File: src/rtl/demux_1xn_stream_pkg.sv
// Shared slot-state encoding and pointer helpers for the stream demux and
// for the arbiters built on the same round-robin scheme.
package demux_1xn_stream_pkg;

  typedef enum logic {
    SLOT_EMPTY = 1'b0,
    SLOT_FULL  = 1'b1
  } slot_state_t;

  // Explicit wrap at n-1 so non-power-of-2 channel counts cycle correctly.
  function automatic int unsigned wrap_inc(input int unsigned v, input int unsigned n);
    return (v == n - 1) ? 32'd0 : v + 32'd1;
  endfunction

endpackage

File: src/rtl/demux_1xn_stream_if.sv
// Stream handshake bundle: one producer-side input, N flattened consumer lanes.
// Channel k of out_data occupies bits [k*W +: W].
interface demux_1xn_stream_if #(
  parameter int W = 4,
  parameter int N = 2
);
  logic [W-1:0]   in_data;
  logic           in_valid;
  logic           in_ready;
  logic [N*W-1:0] out_data;
  logic [N-1:0]   out_valid;
  logic [N-1:0]   out_ready;

  modport master (
    output in_data, in_valid, out_ready,
    input  in_ready, out_data, out_valid
  );

  modport slave (
    input  in_data, in_valid, out_ready,
    output in_ready, out_data, out_valid
  );
endinterface

File: src/rtl/demux_1xn_stream_slot.sv
// One-entry registered holding slot: fill visible 1 cycle after the accepting edge.
// Drain and fill in the same cycle reload without a bubble; an empty slot presents zero.
module demux_slot
  import demux_1xn_stream_pkg::*;
#(
  parameter int W = 4
) (
  input  logic         clk,
  input  logic         rst_n,
  input  logic         i_fill,
  input  logic [W-1:0] i_data,
  input  logic         i_out_ready,
  output logic         o_out_valid,
  output logic [W-1:0] o_out_data
);

  slot_state_t  r_state, w_state_nxt;
  logic [W-1:0] r_data, w_data_nxt;

  always_ff @(posedge clk or negedge rst_n) begin
    if (!rst_n) begin
      r_state <= SLOT_EMPTY;
      r_data  <= '0;
    end else begin
      r_state <= w_state_nxt;
      r_data  <= w_data_nxt;
    end
  end

  always_comb begin
    w_state_nxt = r_state;
    w_data_nxt  = r_data;
    if (i_fill) begin
      w_state_nxt = SLOT_FULL;
      w_data_nxt  = i_data;
    end else if ((r_state == SLOT_FULL) && i_out_ready) begin
      w_state_nxt = SLOT_EMPTY;
      w_data_nxt  = '0;
    end
  end

  assign o_out_valid = (r_state == SLOT_FULL);
  assign o_out_data  = r_data;

endmodule

File: src/rtl/demux_1xn_stream.sv
// 1-to-N stream demux, directed (sel) or round-robin; 1-cycle latency through per-channel slots.
// in_ready follows only the destination slot, so a stalled lane never blocks the others.
module demux_1xn_stream
  import demux_1xn_stream_pkg::*;
#(
  parameter int W = 4,
  parameter int N = 2
) (
  input  logic                  clk,
  input  logic                  rst_n,
  input  logic                  i_mode,
  input  logic [$clog2(N)-1:0]  i_sel,
  demux_1xn_stream_if.slave     bus,
  output logic [$clog2(N)-1:0]  o_rr_ptr,
  output logic                  o_drop
);

  localparam int             SEL_W  = $clog2(N);
  localparam logic [SEL_W:0] NUM_CH = (SEL_W + 1)'(N);

  logic [SEL_W-1:0] r_rr_ptr;
  logic             r_drop;
  logic [SEL_W-1:0] w_dst;
  logic             w_dst_oor;
  logic             w_dst_busy;
  logic             w_xfer;
  logic [N-1:0]     w_fill;

  assign w_dst     = i_mode ? r_rr_ptr : i_sel;
  assign w_dst_oor = ({1'b0, w_dst} >= NUM_CH);

  // Busy only when the destination slot is full and not draining; an
  // out-of-range destination matches no slot and is therefore always sunk.
  always_comb begin
    w_dst_busy = 1'b0;
    for (int k = 0; k < N; k++) begin
      if (w_dst == SEL_W'(k)) begin
        w_dst_busy = bus.out_valid[k] & ~bus.out_ready[k];
      end
    end
  end

  assign bus.in_ready = ~w_dst_busy;
  assign w_xfer       = bus.in_valid & ~w_dst_busy;

  for (genvar k = 0; k < N; k++) begin : g_slot
    assign w_fill[k] = w_xfer & (w_dst == SEL_W'(k));

    demux_slot #(.W(W)) u_slot (
      .clk         (clk),
      .rst_n       (rst_n),
      .i_fill      (w_fill[k]),
      .i_data      (bus.in_data),
      .i_out_ready (bus.out_ready[k]),
      .o_out_valid (bus.out_valid[k]),
      .o_out_data  (bus.out_data[k*W +: W])
    );
  end

  always_ff @(posedge clk or negedge rst_n) begin
    if (!rst_n) begin
      r_rr_ptr <= '0;
      r_drop   <= 1'b0;
    end else begin
      r_drop <= w_xfer & w_dst_oor;
      if (w_xfer && i_mode) begin
        r_rr_ptr <= SEL_W'(wrap_inc(32'(r_rr_ptr), N));
      end
    end
  end

  assign o_rr_ptr = r_rr_ptr;
  assign o_drop   = r_drop;

endmodule

File: src/flat_wrapper.sv
// flat-port wrapper written by rule: the top's interface ports become plain ports
module demux_1xn_stream_flat import demux_1xn_stream_pkg::*;
#(
  parameter int W = 4,
  parameter int N = 2
)
  (clk, rst_n, i_mode, i_sel, o_rr_ptr, o_drop, bus_in_data, bus_in_valid, bus_out_ready, bus_in_ready, bus_out_data, bus_out_valid);
  demux_1xn_stream_if #(.W(W), .N(N)) bus_i ();
  input  logic clk;
  input  logic rst_n;
  input  logic i_mode;
  input  logic [$clog2(N)-1:0] i_sel;
  output logic [$clog2(N)-1:0] o_rr_ptr;
  output logic o_drop;
  input wire logic [$bits(bus_i.in_data)-1:0] bus_in_data;
  input wire logic [$bits(bus_i.in_valid)-1:0] bus_in_valid;
  input wire logic [$bits(bus_i.out_ready)-1:0] bus_out_ready;
  output wire logic [$bits(bus_i.in_ready)-1:0] bus_in_ready;
  output wire logic [$bits(bus_i.out_data)-1:0] bus_out_data;
  output wire logic [$bits(bus_i.out_valid)-1:0] bus_out_valid;
  assign bus_i.in_data = bus_in_data;
  assign bus_i.in_valid = bus_in_valid;
  assign bus_i.out_ready = bus_out_ready;
  assign bus_in_ready = bus_i.in_ready;
  assign bus_out_data = bus_i.out_data;
  assign bus_out_valid = bus_i.out_valid;
  demux_1xn_stream #(.W(W), .N(N)) u_core (.clk(clk), .rst_n(rst_n), .i_mode(i_mode), .i_sel(i_sel), .bus(bus_i), .o_rr_ptr(o_rr_ptr), .o_drop(o_drop));
endmodule
File: config.mk
export PLATFORM = sky130hd
export DESIGN_NAME = demux_1xn_stream_flat
export DESIGN_NICKNAME = d
export VERILOG_FILES = /design/src/rtl/demux_1xn_stream_pkg.sv /design/src/rtl/demux_1xn_stream_if.sv /design/src/rtl/demux_1xn_stream_slot.sv /design/src/rtl/demux_1xn_stream.sv /design/src/flat_wrapper.sv
export SDC_FILE = /design/constraint.sdc
export NUM_CORES = 1
export LEC_CHECK = 0
export CORE_AREA = 2 2 39 41
export CTS_BUF_LIST = sky130_fd_sc_hd__clkbuf_2 sky130_fd_sc_hd__clkbuf_4 sky130_fd_sc_hd__clkbuf_8
export DETAILED_ROUTE_END_ITERATION = 8
export DIE_AREA = 0 0 41 43
export GPL_ROUTABILITY_DRIVEN = 0
export GPL_TIMING_DRIVEN = 0
export PLACE_DENSITY = 0.77
export SETUP_SLACK_MARGIN = 0.02
export SKIP_CTS_REPAIR_TIMING = 1
export SLEW_MARGIN = 20
export SYNTH_ARGS = -nofsm -noshare
export SYNTH_HDL_FRONTEND = slang
export SYNTH_SLANG_ARGS = --single-unit
File: constraint.sdc
create_clock -name clk -period 1.25 [get_ports clk]
set_clock_uncertainty 0.05 [all_clocks]
set_input_delay 0.125 -clock clk [delete_from_list [all_inputs] [get_ports clk]]
set_output_delay 0.125 -clock clk [all_outputs]
set_load 0.02 [all_outputs]
# Word level (Yosys, flattened, before mapping)
# Cells that the tools add are included.
# W data, S select, Z words.
# word_totals
in_bits	11
out_inout_bits	13
reg_bits	11
elab_cells	31
# op_classes
n_reduce_logical	5
n_addsub	1
bitwise_logic	9
muxes	11
# ops
cell	n
$mux W4	4
$mux W1	7
$and A1 B1 Y1	5
$not A1 Y1	4
$reduce_bool A2 Y1	2
$logic_and A1 B1 Y1	3
$add A1 B1 Y1 const B	1

# Depth between registers and ports, before layout
# depth
depth_word	7
ltp_mapped	3
ltp_nobuf	3

# Hierarchy
# From an unflattened synthesis, not the netlist that was laid out.
# hier_totals
cells_unflattened	46
hier_area_um2	521.8
# by_module_without_submodules
mod	seq_area_each_um2	area_each_um2	n_inst	cells_each
demux_slot	125.1	211.5	2	17
demux_1xn_stream	25.0	98.8	1	12

# Worst setup path before layout
# No wires, ideal clock.
# synth_timing
path_kind	flip-flop to output port
startpoint	register u_core.r_rr_ptr (netlist: u_core.o_rr_ptr)
endpoint	output bus_in_ready
stages_incl_launch_ff	3
arrival_time_ns	1.114
path_buffers	0
required_time_ns	1.075
path_slack_ns	-0.039
path_cell_list	dfrtp_1 mux2i_2 mux2_2
# synth_between
elab_chain_len	3
# synth_lines
element	line	source
start: declaration	demux_1xn_stream.sv:21	logic [SEL_W-1:0] r_rr_ptr;
start signal: assignment	demux_1xn_stream.sv:67	r_rr_ptr <= SEL_W'(wrap_inc(32'(r_rr_ptr), N));
$mux W1	demux_1xn_stream.sv:29	assign w_dst = i_mode ? r_rr_ptr : i_sel;
$mux W1	demux_1xn_stream.sv:37	if (w_dst == SEL_W'(k)) begin
$not A1 Y1	demux_1xn_stream.sv:43	assign bus.in_ready = ~w_dst_busy;
end: declaration	flat_wrapper.sv:18	output wire logic [$bits(bus_i.in_ready)-1:0] bus_in_ready;
# No other way between the ends.

# Worst setup path after layout
# Same ends and word-level chain as after synthesis.

==> results.py <==
metrics = {
    "flow_run": {
        "maxCapViolations": 0,
    },
    "sta": {
        "min_period_over_period": 1.20,
        "finalSetupViolCount": 1,
        "rsz0062_at_grt": "true",
        "worst_slack_ps": -244,
        "hold_slack_ps": 132,
        "hold_violations": 0,
        "fmax_ghz": 0.669,
        "tns_ps": -244,
        "min_period_ps": 1490,
        "final_max_slew_viol_count": 0,
    },
    "route": {
        "wire_per_inst_um": 11.8,
        "vias": 429,
        "wirelength_mm": 1.07,
        "drt_iter0_drc": 3,
        "drcViolationCount": 0,
        "final_antenna_net_count": 0,
        "routed_via_density": 4.77,
        "drt_first_pass_iters": 4,
    },
    "floorplanning": {
        "num_rows": 14,
        "dieArea_um2": 1760,
        "ios": 24,
        "chipHeight_um": 43,
        "start_util": 0.379,
        "chipWidth_um": 41,
        "core_um2": 1380,
    },
    "setup_path": {
        "worst-path-buf-inv": 1,
        "worst_path_largest_cell_delay_ps": 430,
        "path_depth": 3,
        "slowest_stage": "dfrtp_2",
        "crit_path_end_kind": "output port",
        "r2r-end": "u_core.g_slot[1].u_slot.o_out_data[1]",
        "worst-r2r-cell-count": 4,
        "cp_cell_sequence": "mux2i_4, mux2_4, buf_6",
        "r2r_slack_ps": 10,
        "r2r_start": "u_core.o_rr_ptr",
        "worstSetupPathType": "flop to output port",
        "critPathTopFamily": "multiplexers",
        "critical_path_required_ps": 1080,
        "start_kind": "flop",
        "path_max_fanout": 4,
        "crit_arrival_ps": 1320,
    },
    "outcome": {
        "outcome": "finished with violations",
        "failed_checks": "negative setup slack",
    },
    "global_routing": {
        "overflow": 0,
        "grt_first_pass_wirelength_mm": 1.65,
        "grt_usage": 0.149,
        "grt_max_degree": 12,
        "grt_pass1_vias": 390,
        "antenna_found_initial": 0,
    },
    "power_and_ir_drop": {
        "p_clk_frac": 0.187,
        "power.density_nw_per_um2": 1630,
        "internal_power_mw": 0.917,
        "switchingPower_mw": 0.477,
        "power_leakage_nw": 0.565,
        "ir_drop_mv": 0.877,
        "p_sw_frac": 0.342,
        "comb_power_share": 0.440,
        "p_seq_frac": 0.373,
    },
    "logic_synthesis": {
        "netlist_instances": 47,
        "synth-warning-count": 0,
        "ys_seq_area_frac": 0.525,
        "async_flop_share": 1.00,
        "synthesis.nets": 58,
        "synth_top_cell_area_share": 0.525,
        "synth.distinct_cells": 13,
        "yosysTopAreaCell": "dfrtp_1",
        "ys.flop_type": "dfrtp_1",
        "synth_edf_count": 0,
        "ys_ff_latch": 11,
        "synth_area_leaders": "dfrtp_1 (53%), mux2i_1 (15%), nand2_1 (8.6%)",
        "syn_avg_cell_area_um2": 11.2,
        "syn_area_um2": 524,
        "yosys-top-cells-count": "nand2_1 (12), dfrtp_1 (11), mux2i_1 (8)",
        "yosysMostFrequentCell": "nand2_1",
    },
    "clock_tree": {
        "insertion_delay_ps": 270,
        "numCtsBuffers": 3,
        "cts_sinks": 11,
        "clock_path_buffers": 2,
        "cts_tree": "built",
        "cts_max_level": 1,
        "clk_pin_slew_ps": 70,
        "clockRootBuffer": "clkbuf_4",
    },
    "cells_and_area": {
        "final_cells": 90,
        "seq_area_um2": 277,
        "syn_to_final_growth_pct": 63.0,
        "multi_input_area_um2": 231,
        "drive_above_1_share": 0.189,
        "design_area_um2": 855,
        "antennaDiodeCount": 0,
        "nNetsFinal": 86,
        "fill_cells": 139,
    },
    "placement": {
        "dp_cells": 85,
        "post-place-ws_ps": -814,
        "dpl.hpwl_um": 823,
        "port_buffers": 22,
        "dpl_cell_area_um2": 769,
    },
    "worst_hold_path": {
        "hold_class": "primary input to asynchronous set/reset pin",
    },
}
## kinds of logic after synthesis
family,after synthesis,share of synthesized area
other cells,1,0.00715
mux,10,0.200
simple gates,16,0.167
compound gates,2,0.0287
buf+inv,7,0.0716
flops,11,0.525
## final cells by class
cell class	count	area share
flip-flops and latches	11	0.324
repair buffers	23	0.303
multi-input cells	29	0.271
clock buffers	4	0.0351
plain buffers	3	0.0264
well taps	16	0.0234
inverters	4	0.0176
## flip-flops by register name (all words and copies together), names as in the netlist
signal and flops:
u_core.g_slot.u_slot.o_out_valid 2, u_core.o_rr_ptr 1, u_core.g_slot.u_slot.o_out_data 8
## worst reg2reg max path: stages (launching register included)
cell      delay, ps
dfrtp_2         430
mux2i_4         170
buf_4           160
nand3b_4        170
mux2i_1         190
## power groups by stage
stage / registers, mW / logic (mW) / clock network, mW
after floorplan: 0.636 / 0.216 / 0
after global placement: 0.525 / 0.606 / 0
after CTS: 0.523 / 0.621 / 0.268
final: 0.520 / 0.613 / 0.261
after detailed placement: 0.530 / 0.619 / 0
after global routing: 0.536 / 0.660 / 0.297
## routing by layer
layer	part of all wire	track usage	up-vias
met4	0.030	0.120	0
met3	0.10	0.0366	5
li1	-	-	206
met5	0	0	-
met2	0.49	0.219	22
met1	0.38	0.174	196
## through the flow
step,util,power (mW)
after global routing,0.618,1.49
after detailed placement,0.556,1.15
after floorplan,-,0.852
after global placement,0.556,1.13
final,0.618,1.39
after CTS,0.578,1.41
## how the worst max path moves through the flow
stage	from	end
after floorplan	u_core.o_rr_ptr	bus_in_ready
after global placement	i_mode	bus_in_ready
after detailed placement	i_mode	bus_in_ready
after CTS	i_mode	bus_in_ready
after global routing	u_core.o_rr_ptr	bus_in_ready
final	u_core.o_rr_ptr	bus_in_ready
## layout by cell type, fill, tap and decap left out
master	Yosys	routed
a31oi_1	1	1
a41oi_1	1	1
buf_4	3	4
buf_6	0	1
clkbuf_4	0	4
clkdlybuf4s50_1	0	9
conb_1	1	1
dfrtp_1	11	10
dfrtp_2	0	1
dlymetal6s2s_1	0	12
inv_1	4	4
mux2_4	0	1
mux2i_1	8	8
mux2i_4	0	1
nand2_1	12	12
nand2b_1	2	2
nand3_4	0	1
nand3b_4	1	1
No activity file was read; power rests on OpenSTA's default activity.
